<file path="src/rtl/obstacle_painter.sv">
// Rectangle-fill write engine for the image_ram obstacle memory.
// Streams one clipped, row-major pixel write per clock into the RAM write port.
module obstacle_painter #(
    parameter int XRES = 160,
    parameter int YRES = 120
) (
    input  logic       clk,
    input  logic       reset,
    input  logic       start,
    input  logic [7:0] x0,
    input  logic [6:0] y0,
    input  logic [7:0] w,
    input  logic [6:0] h,
    input  logic [2:0] color,
    input  logic       abort,
    output logic       busy,
    output logic       done,
    output logic [7:0] x_write,
    output logic [6:0] y_write,
    output logic [2:0] color_in,
    output logic       wren
);

    localparam logic [8:0] XRES_9 = 9'(XRES);
    localparam logic [7:0] YRES_8 = 8'(YRES);

    typedef enum logic [1:0] {
        S_IDLE = 2'd0,
        S_FILL = 2'd1,
        S_FIN  = 2'd2
    } state_t;

    state_t state_q, state_d;

    logic [7:0] x_first_q;
    logic [7:0] x_last_q;
    logic [6:0] y_last_q;

    logic [8:0] x_sum, x_end;
    logic [7:0] y_sum, y_end;
    logic [7:0] x_last_d;
    logic [6:0] y_last_d;
    logic       cmd_empty;
    logic       accept;
    logic       at_last_col;
    logic       at_last_row;

    // Handshake: start is taken on any edge where busy=0 (IDLE or FIN); while
    // busy=1 start is ignored, never queued. abort only matters in FILL.
    assign accept = start && (state_q != S_FILL);

    // Clip to the playfield; sums are one bit wider than the operands so they never wrap.
    assign x_sum    = {1'b0, x0} + {1'b0, w};
    assign y_sum    = {1'b0, y0} + {1'b0, h};
    assign x_end    = (x_sum > XRES_9) ? XRES_9 : x_sum;
    assign y_end    = (y_sum > YRES_8) ? YRES_8 : y_sum;
    assign x_last_d = 8'(x_end - 9'd1);
    assign y_last_d = 7'(y_end - 8'd1);

    assign cmd_empty = (w == 8'd0) || (h == 7'd0) ||
                       ({1'b0, x0} >= XRES_9) || ({1'b0, y0} >= YRES_8);

    assign at_last_col = (x_write == x_last_q);
    assign at_last_row = (y_write == y_last_q);

    assign busy = (state_q == S_FILL);
    assign wren = (state_q == S_FILL);
    assign done = (state_q == S_FIN);

    always_ff @(posedge clk or posedge reset) begin
        if (reset) begin
            state_q <= S_IDLE;
        end else begin
            state_q <= state_d;
        end
    end

    always_comb begin
        state_d = state_q;
        case (state_q)
            S_IDLE, S_FIN: begin
                if (start) begin
                    state_d = cmd_empty ? S_FIN : S_FILL;
                end else begin
                    state_d = S_IDLE;
                end
            end
            S_FILL: begin
                if (abort) begin
                    state_d = S_IDLE;
                end else if (at_last_col && at_last_row) begin
                    state_d = S_FIN;
                end
            end
            default: state_d = S_IDLE;
        endcase
    end

    always_ff @(posedge clk or posedge reset) begin
        if (reset) begin
            x_write   <= 8'd0;
            y_write   <= 7'd0;
            color_in  <= 3'd0;
            x_first_q <= 8'd0;
            x_last_q  <= 8'd0;
            y_last_q  <= 7'd0;
        end else if (accept) begin
            x_write   <= x0;
            y_write   <= y0;
            color_in  <= color;
            x_first_q <= x0;
            x_last_q  <= x_last_d;
            y_last_q  <= y_last_d;
        end else if (state_q == S_FILL && !abort && !(at_last_col && at_last_row)) begin
            // Row-major scan: wrap to the left edge at the end of each row.
            if (at_last_col) begin
                x_write <= x_first_q;
                y_write <= y_write + 7'd1;
            end else begin
                x_write <= x_write + 8'd1;
            end
        end
    end

endmodule

</file>
<file path="config.mk">
export PLATFORM = sky130hd
export DESIGN_NAME = obstacle_painter
export DESIGN_NICKNAME = d
export VERILOG_FILES = /design/src/rtl/obstacle_painter.sv
export SDC_FILE = /design/constraint.sdc
export NUM_CORES = 1
export LEC_CHECK = 0
export BUFFER_PORTS_ARGS = -buffer_cell sky130_fd_sc_hd__buf_4
export CAP_MARGIN = 20
export CORE_UTILIZATION = 51
export DETAILED_ROUTE_END_ITERATION = 7
export GPL_ROUTABILITY_DRIVEN = 0
export PLACE_DENSITY = 0.77
export SETUP_SLACK_MARGIN = 0.5
export SYNTH_ARGS = -nofsm -noshare
export SYNTH_HDL_FRONTEND = slang
export SYNTH_SLANG_ARGS = --single-unit
</file>
<file path="constraint.sdc">
create_clock -name clk -period 2.1 [get_ports clk]
set_input_delay 0.42 -clock clk [delete_from_list [all_inputs] [get_ports clk]]
set_output_delay 0.42 -clock clk [all_outputs]
set_load 0.05 [all_outputs]
</file>
==> flow_metrics.py, run 1 <==
metrics = {
    "synthesis": {
        "async_flop_share_pct": 100,
        "synthesis.nets": 440,
        "ys_types": 68,
        "yosys_warnings": 0,
        "seq_area_frac_synth_pct": 32.8,
        "synth.area.top_cells": "dfrtp_1, ha_1, nand2_1",
        "synth_top_area_share_pct": 32.8,
        "netlist_instances": 382,
        "synth_top_cell_by_area": "dfrtp_1",
        "synth_area_mm2": 0.00328,
        "synth_ff_type": "dfrtp_1",
        "synth-edff-count": 0,
        "syn_avg_cell_area_um2": 8.59,
        "ys_ff_latch": 43,
    },
    "cts": {
        "cts_root_buffer": "clkbuf_8",
        "cts_buffers": 5,
        "cts.htree.levels": 2,
        "hold_buffers": 0,
        "clk_path_buf_depth": 2,
        "cts.sinks": 43,
    },
    "place": {
        "portBuffers": 57,
        "dpl_cell_area_mm2": 0.00459,
        "dp_hpwl_um": 7110,
    },
    "sta": {
        "worst_path_end_type": "register input",
        "grt_worst_setup_endpoint": "x_last_q[4]$_DFFE_PP0P_/D",
    },
    "floorplan": {
        "start_util_pct": 54.1,
        "design.portCount": 58,
        "rows": 28,
        "die_w_um": 82.2,
        "fp.dieH_um": 82.2,
    },
    "grt": {
        "grt_usage_pct": 85.8,
        "grt_remaining_overflow": 320,
        "grt_max_degree": 44,
    },
    "outcome": {
        "haltStage": "global routing",
        "status": "stopped before the end",
        "error": "[ERROR GRT-0232] Routing congestion too high. Check the congestion heatmap in the GUI.",
    },
}
==> timing repair <==
| item | in CTS |
|---|---|
| pin swaps | 60 |
| gates resized for setup | 82 |
| buffers inserted | 48 |
| hold endpoints to repair | 0 |
| setup endpoints to repair | 34 |
==> logic make-up after synthesis <==
group | synth area share, %
simple gates | 24.3
buf+inv | 3.13
compound gates | 20.9
xor+xnor | 8.77
mux | 1.60
flops | 32.8
fa+ha+maj | 8.46
==> metrics by stage <==
step	setup WS (ps)	instances	utilization (%)	setup TNS (ps)	hold slack [ps]
4_1_cts	-526	642	89.1	-3350	260
3_5_place_dp	-976	586	75.7	-8210	456
3_3_place_gp	-870	586	75.7	-7040	441
2_1_floorplan	-809	382	-	-4820	427
==> routing by layer <==
| layer | GRT usage, % | GRT overflow |
|---|---|---|
| met1 | 76.4 | 3 |
| met5 | 13.3 | 0 |
| met4 | 110 | 115 |
| met2 | 112 | 199 |
| met3 | 60.7 | 3 |
==> cells in the mapped netlist, types with 6 or more instances <==
library cell and count:
nand4_1 8, o21ai_1 6, clkbuf_1 8, ha_1 19
nor2_1 27, o21ai_0 26, nand3_1 6, xnor2_1 13
nand2_1 59, a21oi_1 17, inv_1 13, dfrtp_1 43
a31oi_1 7, xor2_1 18
==> run 2, diff against run 1 <==
CORE_UTILIZATION = 38   (was 51)
PLACE_DENSITY = not set   (was 0.77)
PLACE_DENSITY_LB_ADDON = 0.15   (was not set)
SETUP_SLACK_MARGIN = not set   (was 0.5)
clock period = 2.7 ns   (was 2.1 ns; I/O delays follow)
==> run 2 against run 1 <==
Against the previous run:
- synthesized cell count unchanged
- synthesized area did not move
- the flow now finishes, with violations (setup timing)
==> flow_metrics.py, run 2 <==
metrics = {
    "final_layout": {
        "regArea_mm2": 0.00108,
        "multi_input_area_mm2": 0.00231,
        "fin_cells": 617,
        "top_regs": "x_first_q x8, x_last_q x8, x_write x8",
        "final_common_cell": "buf_4",
        "fill_cells": 763,
        "layout-drive-gt1-share_pct": 38.1,
        "layout_common_cells": "buf_4, nand2_1, dfrtp_1",
        "fin_area_mm2": 0.00472,
        "final_nets": 570,
        "antennaDiodeCount": 0,
        "utilization_pct": 56.9,
        "syn_to_final_growth_pct": 43.8,
    },
    "sta": {
        "clock_skew_ps": 2.07,
        "rsz0062_at_grt": "yes",
        "tightest_slew_ps": 549,
        "max_slew_margin_pct": 63.2,
        "fin_crit_ps": 2790,
        "fmax_mhz": 359,
        "timing.final.hold_violations": 0,
        "drv_slew": 0,
        "setup-violations-final": 2,
        "fin_tns_setup_ps": -90.9,
        "hold-worst-slack_ps": 228,
        "setup_slack_ps": -88.1,
        "min_period_over_period_pct": 103,
    },
    "floorplan": {
        "die_area_mm2": 0.00901,
        "fp.dieH_um": 94.9,
        "die_w_um": 94.9,
        "start_util_pct": 39.5,
        "design.portCount": 58,
        "core_area_mm2": 0.00830,
        "rows": 33,
    },
    "place": {
        "dpl_cell_area_mm2": 0.00443,
        "dp_hpwl_um": 7010,
        "portBuffers": 57,
        "dp.cells": 599,
    },
    "grt": {
        "grt_usage_pct": 20.7,
        "antenna_found_initial": 0,
        "grt_use_met1_pct": 28.5,
        "use_met2_pct": 34.2,
        "grt_pass1_wl_um": 14700,
        "grt_max_degree": 25,
        "grt_pass1_vias": 3151,
        "gr-usage-met3_pct": 2.17,
        "grt_remaining_overflow": 0,
        "grt-busiest-layer": "met2",
    },
    "cts": {
        "cts.sinks": 43,
        "worstSkewPairLatency_ps": 290,
        "cts_buffers": 5,
        "clk_path_buf_depth": 2,
        "clk_pin_slew_worst_paths_ps": 80,
        "cts_tree": "built",
        "hold_buffers": 0,
        "cts.htree.levels": 2,
        "cts_root_buffer": "clkbuf_8",
    },
    "detailed_routing": {
        "drc_errors": 0,
        "first_iter_violations": 147,
        "vias": 3218,
        "vias_per_cell": 5.22,
        "detail_route.wl_per_cell_um": 14.4,
        "wirelength_um": 8870,
        "firstDrtPassIters": 4,
        "ant_nets": 0,
    },
    "synthesis": {
        "ys_types": 68,
        "synthSimpleGateAreaFrac_pct": 24.3,
        "synth_top_cell_by_area": "dfrtp_1",
        "synth_common_cells": "nand2_1, dfrtp_1, nor2_1, o21ai_0, ha_1",
        "yosys_warnings": 0,
        "netlist_instances": 382,
        "seq_area_frac_synth_pct": 32.8,
        "synth_ff_type": "dfrtp_1",
        "syn_avg_cell_area_um2": 8.59,
        "synth_top_family_by_area": "simple AND/OR/NAND/NOR gates",
        "ys_ff_latch": 43,
        "synth_fa_ha_area_share_pct": 8.46,
        "synthesis.nets": 440,
        "synth.area.top_cells": "dfrtp_1, ha_1, nand2_1",
        "synth_top_area_share_pct": 32.8,
        "synth_compound_area_share_pct": 20.9,
        "synth_area_mm2": 0.00328,
        "synth-xor-area-share_pct": 8.77,
        "async_flop_share_pct": 100,
        "synth_most_common_cell": "nand2_1",
        "synth.area.mux_share_pct": 1.60,
        "synth-edff-count": 0,
    },
    "outcome": {
        "violations": "setup timing",
        "status": "complete, but fails checks",
    },
    "worst_setup_path": {
        "critPathArrivalTime_ps": 2970,
        "slowest_stage": "a211o_1",
        "crit_path_frequent_cell": "ha_4",
        "crit_chain": "buf_8 > ha_4 > inv_2 > fa_2 > and2b_2 > o22a_1 > xnor2_2 > a211o_1 > a22oi_2 > or2_4 > ha_4 > nand3b_1 > mux2_4 > o21ai_2 > o21ai_1",
        "worst_setup_path_start_kind": "input pin",
        "r2r_cells": 7,
        "path_buf_inv": 2,
        "cp.required_ps": 2880,
        "path_class": "in2reg",
        "path_delay_family": "compound AO/OA/AOI/OAI gates",
        "path_depth": 15,
        "end_kind": "flip-flop",
        "critPathMaxStageDelay_ps": 350,
        "path_max_fanout": 5,
    },
    "power": {
        "p_leak_nw": 2.17,
        "powerDensity_mw_per_mm2": 616,
        "peakVddDrop_mv": 0.287,
    },
    "min_path": {
        "worst_hold_path_type": "in2async",
    },
    "run": {
        "maxCapViolCount": 0,
    },
}
==> run 2: worst register-to-register path, delay by kind of cell (launching register included) <==
kind,cells,cell delay [ps]
xor+xnor,2,340
simple gates,4,1050
mux,1,260
flops,1,490
==> run 2: per-layer routing <==
| metal | up-vias | share of wire [%] |
|---|---|---|
| met5 | - | 0 |
| met4 | 0 | 1.3 |
| met3 | 8 | 2.8 |
| met2 | 47 | 47 |
| met1 | 1535 | 48 |
| li1 | 1628 | - |
==> run 2: area by class of cell <==
type	count	area share [%]
multi-input combinational	313	49.0
sequential	43	22.8
timing repair buffer	136	22.3
tap	105	2.78
clock buffer	6	1.54
inverter	13	1.03
clock inverter	1	0.636
==> run 2: logic make-up after synthesis <==
logic type | after synthesis
adder cells (fa/ha/maj) | 21
AND/OR/NAND/NOR | 155
multiplexers | 5
buffers and inverters | 26
flip-flops | 43
AO/OA/AOI/OAI | 100
XOR/XNOR | 32
==> run 2: what timing repair did <==
item | CTS | global route
resized for setup | 15 | 6
pin swaps | 28 | 10
setup endpoints to repair | 5 | 6
buffers inserted | 8 | 4
==> run 2: final timing paths <==
check                                          from                        to  slack, ps
setup / recovery                               w[0]   x_last_q[4]$_DFFE_PP0P_        -90
hold / removal                                reset    state_q[1]$_DFFE_PP0N_        230
max in group asynchronous                     reset    x_write[5]$_DFFE_PP0P_       1880
hold reg to reg            x_first_q[6]$_DFFE_PP0P_  x_first_q[6]$_DFFE_PP0P_        470
setup reg to reg             x_write[2]$_DFFE_PP0P_    y_write[4]$_DFFE_PP0P_        470
min in group clk                           color[1]   color_in[1]$_DFFE_PP0P_        430
==> run 2: through the flow <==
step / total power, mW / setup slack [ps]
2_1_floorplan: 1.87 / -330
3_3_place_gp: 2.33 / -390
3_5_place_dp: 2.36 / -474
4_1_cts: 2.89 / -11.4
6_report: 2.91 / -88.1
5_1_grt: 3.11 / -202
==> run 2: report_power, final <==
group | switching [mW] | internal [mW]
logic | 0.798 | 0.668
registers | 0.164 | 0.798
clock network | 0.209 | 0.271
total | 1.17 | 1.74
No activity file was read; power rests on OpenSTA's default activity.
==> run 3, diff against run 2 <==
BUFFER_PORTS_ARGS = -buffer_cell sky130_fd_sc_hd__clkbuf_2   (was -buffer_cell sky130_fd_sc_hd__buf_4)
CORE_UTILIZATION = 35   (was 38)
==> run 3 against run 2 <==
Against the previous run:
- the run still ends with setup timing left
- cell count rose by 1.3%
- critical path type unchanged
- largest power group unchanged
- sequential share of layout area rose by 0.47 points
- critical path depth did not move
- flip-flop and latch count did not move
- setup slack improved by 47 ps
- power fell by 0.96%
- clock-buffer cell count did not move
- die area rose by 8.4%
==> flow_metrics.py, run 3 (synthesized netlist as in run 2, its figures left out) <==
metrics = {
    "worst_setup_path": {
        "r2r_cells": 7,
        "cp.required_ps": 2890,
        "end_kind": "flip-flop",
        "path_class": "in2reg",
        "critPathArrivalTime_ps": 2930,
        "path_max_fanout": 5,
        "worst_setup_path_start_kind": "input pin",
    },
    "outcome": {
        "violations": "setup timing",
        "status": "complete, but fails checks",
    },
    "final_layout": {
        "final_common_cell": "buf_4",
        "fill_cells": 873,
        "layout-drive-gt1-share_pct": 38.9,
        "final_nets": 574,
        "layout_common_cells": "buf_4, nand2_1, clkbuf_2",
        "multi_input_area_mm2": 0.00230,
        "regArea_mm2": 0.00108,
        "top_regs": "x_first_q x8, x_last_q x8, x_write x8",
        "fin_area_mm2": 0.00462,
        "antennaDiodeCount": 0,
        "syn_to_final_growth_pct": 40.9,
    },
    "sta": {
        "timing.final.hold_violations": 0,
        "max_slew_margin_pct": 51.0,
        "clock_skew_ps": 3.46,
        "hold-worst-slack_ps": 252,
        "drv_slew": 0,
        "tightest_slew_ps": 731,
        "setup_slack_ps": -41.5,
        "min_period_over_period_pct": 102,
        "setup-violations-final": 3,
        "fin_tns_setup_ps": -89.8,
        "fmax_mhz": 365,
        "fin_crit_ps": 2740,
        "rsz0062_at_grt": "yes",
    },
    "cts": {
        "cts.sinks": 43,
        "cts.htree.levels": 2,
        "hold_buffers": 0,
        "worstSkewPairLatency_ps": 290,
        "cts_tree": "built",
        "cts_root_buffer": "clkbuf_8",
        "clk_pin_slew_worst_paths_ps": 80,
        "clk_path_buf_depth": 2,
        "cts_buffers": 5,
    },
    "floorplan": {
        "die_w_um": 98.8,
        "fp.dieH_um": 98.8,
        "rows": 34,
        "core_area_mm2": 0.00889,
        "die_area_mm2": 0.00977,
        "start_util_pct": 36.9,
        "design.portCount": 58,
    },
    "grt": {
        "grt_pass1_vias": 3173,
        "grt_max_degree": 24,
        "grt_pass1_wl_um": 14600,
        "grt_usage_pct": 18.3,
        "antenna_found_initial": 0,
        "grt_remaining_overflow": 0,
    },
    "power": {
        "combPwrFrac_pct": 48.8,
        "p_leak_nw": 2.17,
        "p_int_mw": 1.71,
        "powerDensity_mw_per_mm2": 623,
        "peakVddDrop_mv": 0.263,
        "switchingPower_mw": 1.17,
        "p_sw_share_pct": 40.6,
        "power_frac_seq_pct": 33.3,
        "power_frac_clock_pct": 17.8,
        "p_total_mw": 2.88,
    },
    "detailed_routing": {
        "vias_per_cell": 5.10,
        "drc_errors": 0,
        "firstDrtPassIters": 5,
        "first_iter_violations": 105,
        "vias": 3185,
        "wirelength_um": 8590,
        "detail_route.wl_per_cell_um": 13.7,
        "ant_nets": 0,
    },
    "place": {
        "preCtsSetupSlack_ps": -522,
        "portBuffers": 57,
        "dp_hpwl_um": 6910,
        "dpl_cell_area_mm2": 0.00430,
    },
    "run": {
        "maxCapViolCount": 0,
    },
    "min_path": {
        "worst_hold_path_type": "in2async",
    },
}
-- run 3: worst paths after layout --
kind                                     startpoint                  endpoint  slack (ps)
max in group asynchronous                     reset  x_first_q[1]$_DFFE_PP0P_        1740
setup reg to reg             x_write[5]$_DFFE_PP0P_    y_write[4]$_DFFE_PP0P_         500
hold / removal                                reset    y_write[4]$_DFFE_PP0P_         250
setup / recovery                               w[0]   x_last_q[4]$_DFFE_PP0P_         -40
min in group clk                           color[2]   color_in[2]$_DFFE_PP0P_         430
hold reg to reg            x_first_q[6]$_DFFE_PP0P_  x_first_q[6]$_DFFE_PP0P_         470
-- run 3: repair_timing --
action                     4_1_cts  5_1_grt
gates resized for setup          7       16
setup endpoints to repair        5        5
setup buffers                   11        3
cloned                           0        0
pin swaps                       25       11
-- run 3: final cells by class --
type | instances | share of cell area (%)
Clock buffer | 6 | 1.79
Clock inverter | 2 | 0.758
Inverter | 13 | 1.06
Multi-Input combinational cell | 313 | 49.7
Sequential cell | 43 | 23.3
Tap cell | 108 | 2.92
Timing Repair Buffer | 140 | 20.5
-- run 3: routing by layer --
layer	GRT usage [%]	part of all wire, %	up-vias
met1	25.7	50	1483
met2	29.6	46	52
met4	5.97	1.6	0
li1	-	-	1640
met3	1.70	2.7	10
met5	0	0	-
-- run 3: power groups by stage --
stage	Clock (mW)	Sequential [mW]	Combinational (mW)
5_1_grt	0.547	0.986	1.54
3_3_place_gp	0	0.968	1.31
4_1_cts	0.528	0.960	1.39
3_5_place_dp	0	0.974	1.33
6_report	0.513	0.960	1.41
2_1_floorplan	0	1.14	0.727
-- run 3: worst max-delay path: stages --
cell      delay, ps
buf_8            80
ha_4            130
inv_2            30
fa_2            330
and2b_2         250
o22a_1          170
xnor2_2          80
a211o_1         340
a22oi_2         160
or2_4           160
ha_4            140
nand3b_1         80
mux2_4          280
o21ai_2         110
o21ai_1          70
-- run 3: metrics by stage --
step / util [%] / cells
global placement: 48.3 / 603
CTS: 51.0 / 622
floorplan: - / 382
detailed placement: 48.3 / 603
finish: 52.0 / 625
global route: 52.0 / 625
==> run 4, diff against run 3 <==
CORE_UTILIZATION = 45   (was 35)
==> run 4 against run 3 <==
Against the previous run:
- the flow still finishes with violations (setup timing)
- power shrank 2.6%
- sequential power decreased by 2%
- sequential share of layout area increased by 0.069 points
- global-route usage rose by 5.4 points
- worst hold slack got worse by 18 ps
- clock skew increased by 4.1 ps
- combinational power about the same
- clock power down 13%
- routed wire length increased by 1.1%
==> flow_metrics.py, run 4 (synthesized netlist as in run 2, its figures left out) <==
metrics = {
    "outcome": {
        "status": "complete, but fails checks",
        "violations": "setup timing",
    },
    "worst_setup_path": {
        "crit_path_frequent_cell": "ha_4",
        "critPathMaxStageDelay_ps": 300,
        "path_max_fanout": 5,
        "slowest_stage": "or3_1",
        "end_kind": "flip-flop",
        "critPathArrivalTime_ps": 3020,
        "crit_chain": "clkbuf_8 > ha_4 > inv_2 > fa_2 > and2b_2 > buf_4 > o211a_1 > a211oi_4 > nor3b_2 > a22oi_2 > or2_4 > ha_4 > or3_1 > a31oi_1",
        "cp.required_ps": 2930,
        "path_class": "in2reg",
        "worst_setup_path_start_kind": "input pin",
    },
    "place": {
        "dp_hpwl_um": 6750,
        "portBuffers": 57,
    },
    "cts": {
        "cts_tree": "built",
        "hold_buffers": 0,
        "clk_pin_slew_worst_paths_ps": 90,
        "cts.sinks": 43,
        "clk_path_buf_depth": 2,
        "cts_buffers": 5,
        "cts.htree.levels": 2,
        "worstSkewPairLatency_ps": 300,
        "cts_root_buffer": "clkbuf_8",
    },
    "sta": {
        "max_slew_margin_pct": 61.8,
        "drv_slew": 0,
        "clock_skew_ps": 7.54,
        "tightest_slew_ps": 573,
        "setup_slack_ps": -88.1,
        "fin_crit_ps": 2790,
        "setup-violations-final": 4,
        "min_period_over_period_pct": 103,
        "fmax_mhz": 359,
        "timing.final.hold_violations": 0,
        "fin_tns_setup_ps": -170,
        "rsz0062_at_grt": "yes",
    },
    "grt": {
        "grt_pass1_wl_um": 14200,
        "grt_pass1_vias": 3034,
        "grt_usage_pct": 23.7,
        "antenna_found_initial": 0,
        "grt_remaining_overflow": 0,
        "grt_max_degree": 28,
    },
    "floorplan": {
        "rows": 30,
        "fp.dieH_um": 87.4,
        "core_area_mm2": 0.00691,
        "die_w_um": 87.4,
        "design.portCount": 58,
        "die_area_mm2": 0.00764,
        "start_util_pct": 47.5,
    },
    "final_layout": {
        "syn_to_final_growth_pct": 40.5,
        "fill_cells": 633,
        "antennaDiodeCount": 0,
        "final_common_cell": "buf_4",
        "layout_common_cells": "buf_4, nand2_1, clkbuf_2",
        "top_regs": "x_first_q x8, x_last_q x8, x_write x8",
        "layout-drive-gt1-share_pct": 38.3,
        "final_nets": 577,
    },
    "power": {
        "powerDensity_mw_per_mm2": 608,
        "peakVddDrop_mv": 0.251,
        "p_total_mw": 2.80,
        "p_leak_nw": 2.18,
    },
    "detailed_routing": {
        "wirelength_um": 8680,
        "drc_errors": 0,
        "firstDrtPassIters": 4,
        "ant_nets": 0,
        "vias_per_cell": 5.27,
        "first_iter_violations": 191,
        "vias": 3245,
        "detail_route.wl_per_cell_um": 14.1,
    },
    "run": {
        "maxCapViolCount": 0,
    },
    "min_path": {
        "worst_hold_path_type": "in2async",
    },
}
run 4: metal layers:
metal	track usage, %	vias up	share of wire [%]
li1	-	1645	-
met1	33.5	1520	48
met2	38.6	71	47
met3	2.75	9	3.9
met4	5.66	0	1.3
met5	0	-	0
run 4: worst max-delay path: cells and delay by family:
family	cells	cell delay (ps)
compound gates	4	660
fa+ha+maj	3	500
buf+inv	3	300
simple gates	4	1010
run 4: worst paths after layout:
check	startpoint	end	slack, ps	cells after the start
max	x0[0]	x_last_q[2]$_DFFE_PP0P_	-90	14
min	reset	x_last_q[5]$_DFFE_PP0P_	230	3
max reg2reg	x_write[3]$_DFFE_PP0P_	x_write[6]$_DFFE_PP0P_	450	8
min reg2reg	x_first_q[6]$_DFFE_PP0P_	x_first_q[6]$_DFFE_PP0P_	480	2
max in group asynchronous	reset	x_write[5]$_DFFE_PP0P_	2130	3
min in group clk	color[2]	color_in[2]$_DFFE_PP0P_	420	3
run 4: where the power goes:
part / switching [mW] / internal, mW
combinational: 0.809 / 0.611
sequential: 0.143 / 0.798
clock: 0.235 / 0.209
total: 1.19 / 1.62
run 4: timing repair:
item,in CTS,in global routing
gates resized for setup,8,9
pin swaps,25,8
cloned,0,0
buffers inserted,12,3
endpoints found under the setup margin,4,6
run 4: final cells by class:
type / instances / area (um^2) / share of cell area (%)
clock buffer: 6 / 82.6 / 1.79
tap: 96 / 120 / 2.61
multi-input combinational: 313 / 2280 / 49.5
sequential: 43 / 1080 / 23.3
inverter: 13 / 48.8 / 1.06
timing repair buffer: 143 / 986 / 21.4
clock inverter: 2 / 16.3 / 0.353
run 4: per-stage QoR:
step / cells / hold slack (ps) / setup slack, ps / cell area (um^2) / utilization (%)
CTS: 613 / 233 / -24.4 / 4550 / 65.9
finish: 616 / 233 / -88.1 / 4610 / 66.8
global placement: 593 / 441 / -412 / 4310 / 62.4
floorplan: 382 / 427 / -330 / 3420 / -
global route: 616 / 273 / -190 / 4610 / 66.8
detailed placement: 593 / 462 / -503 / 4310 / 62.4
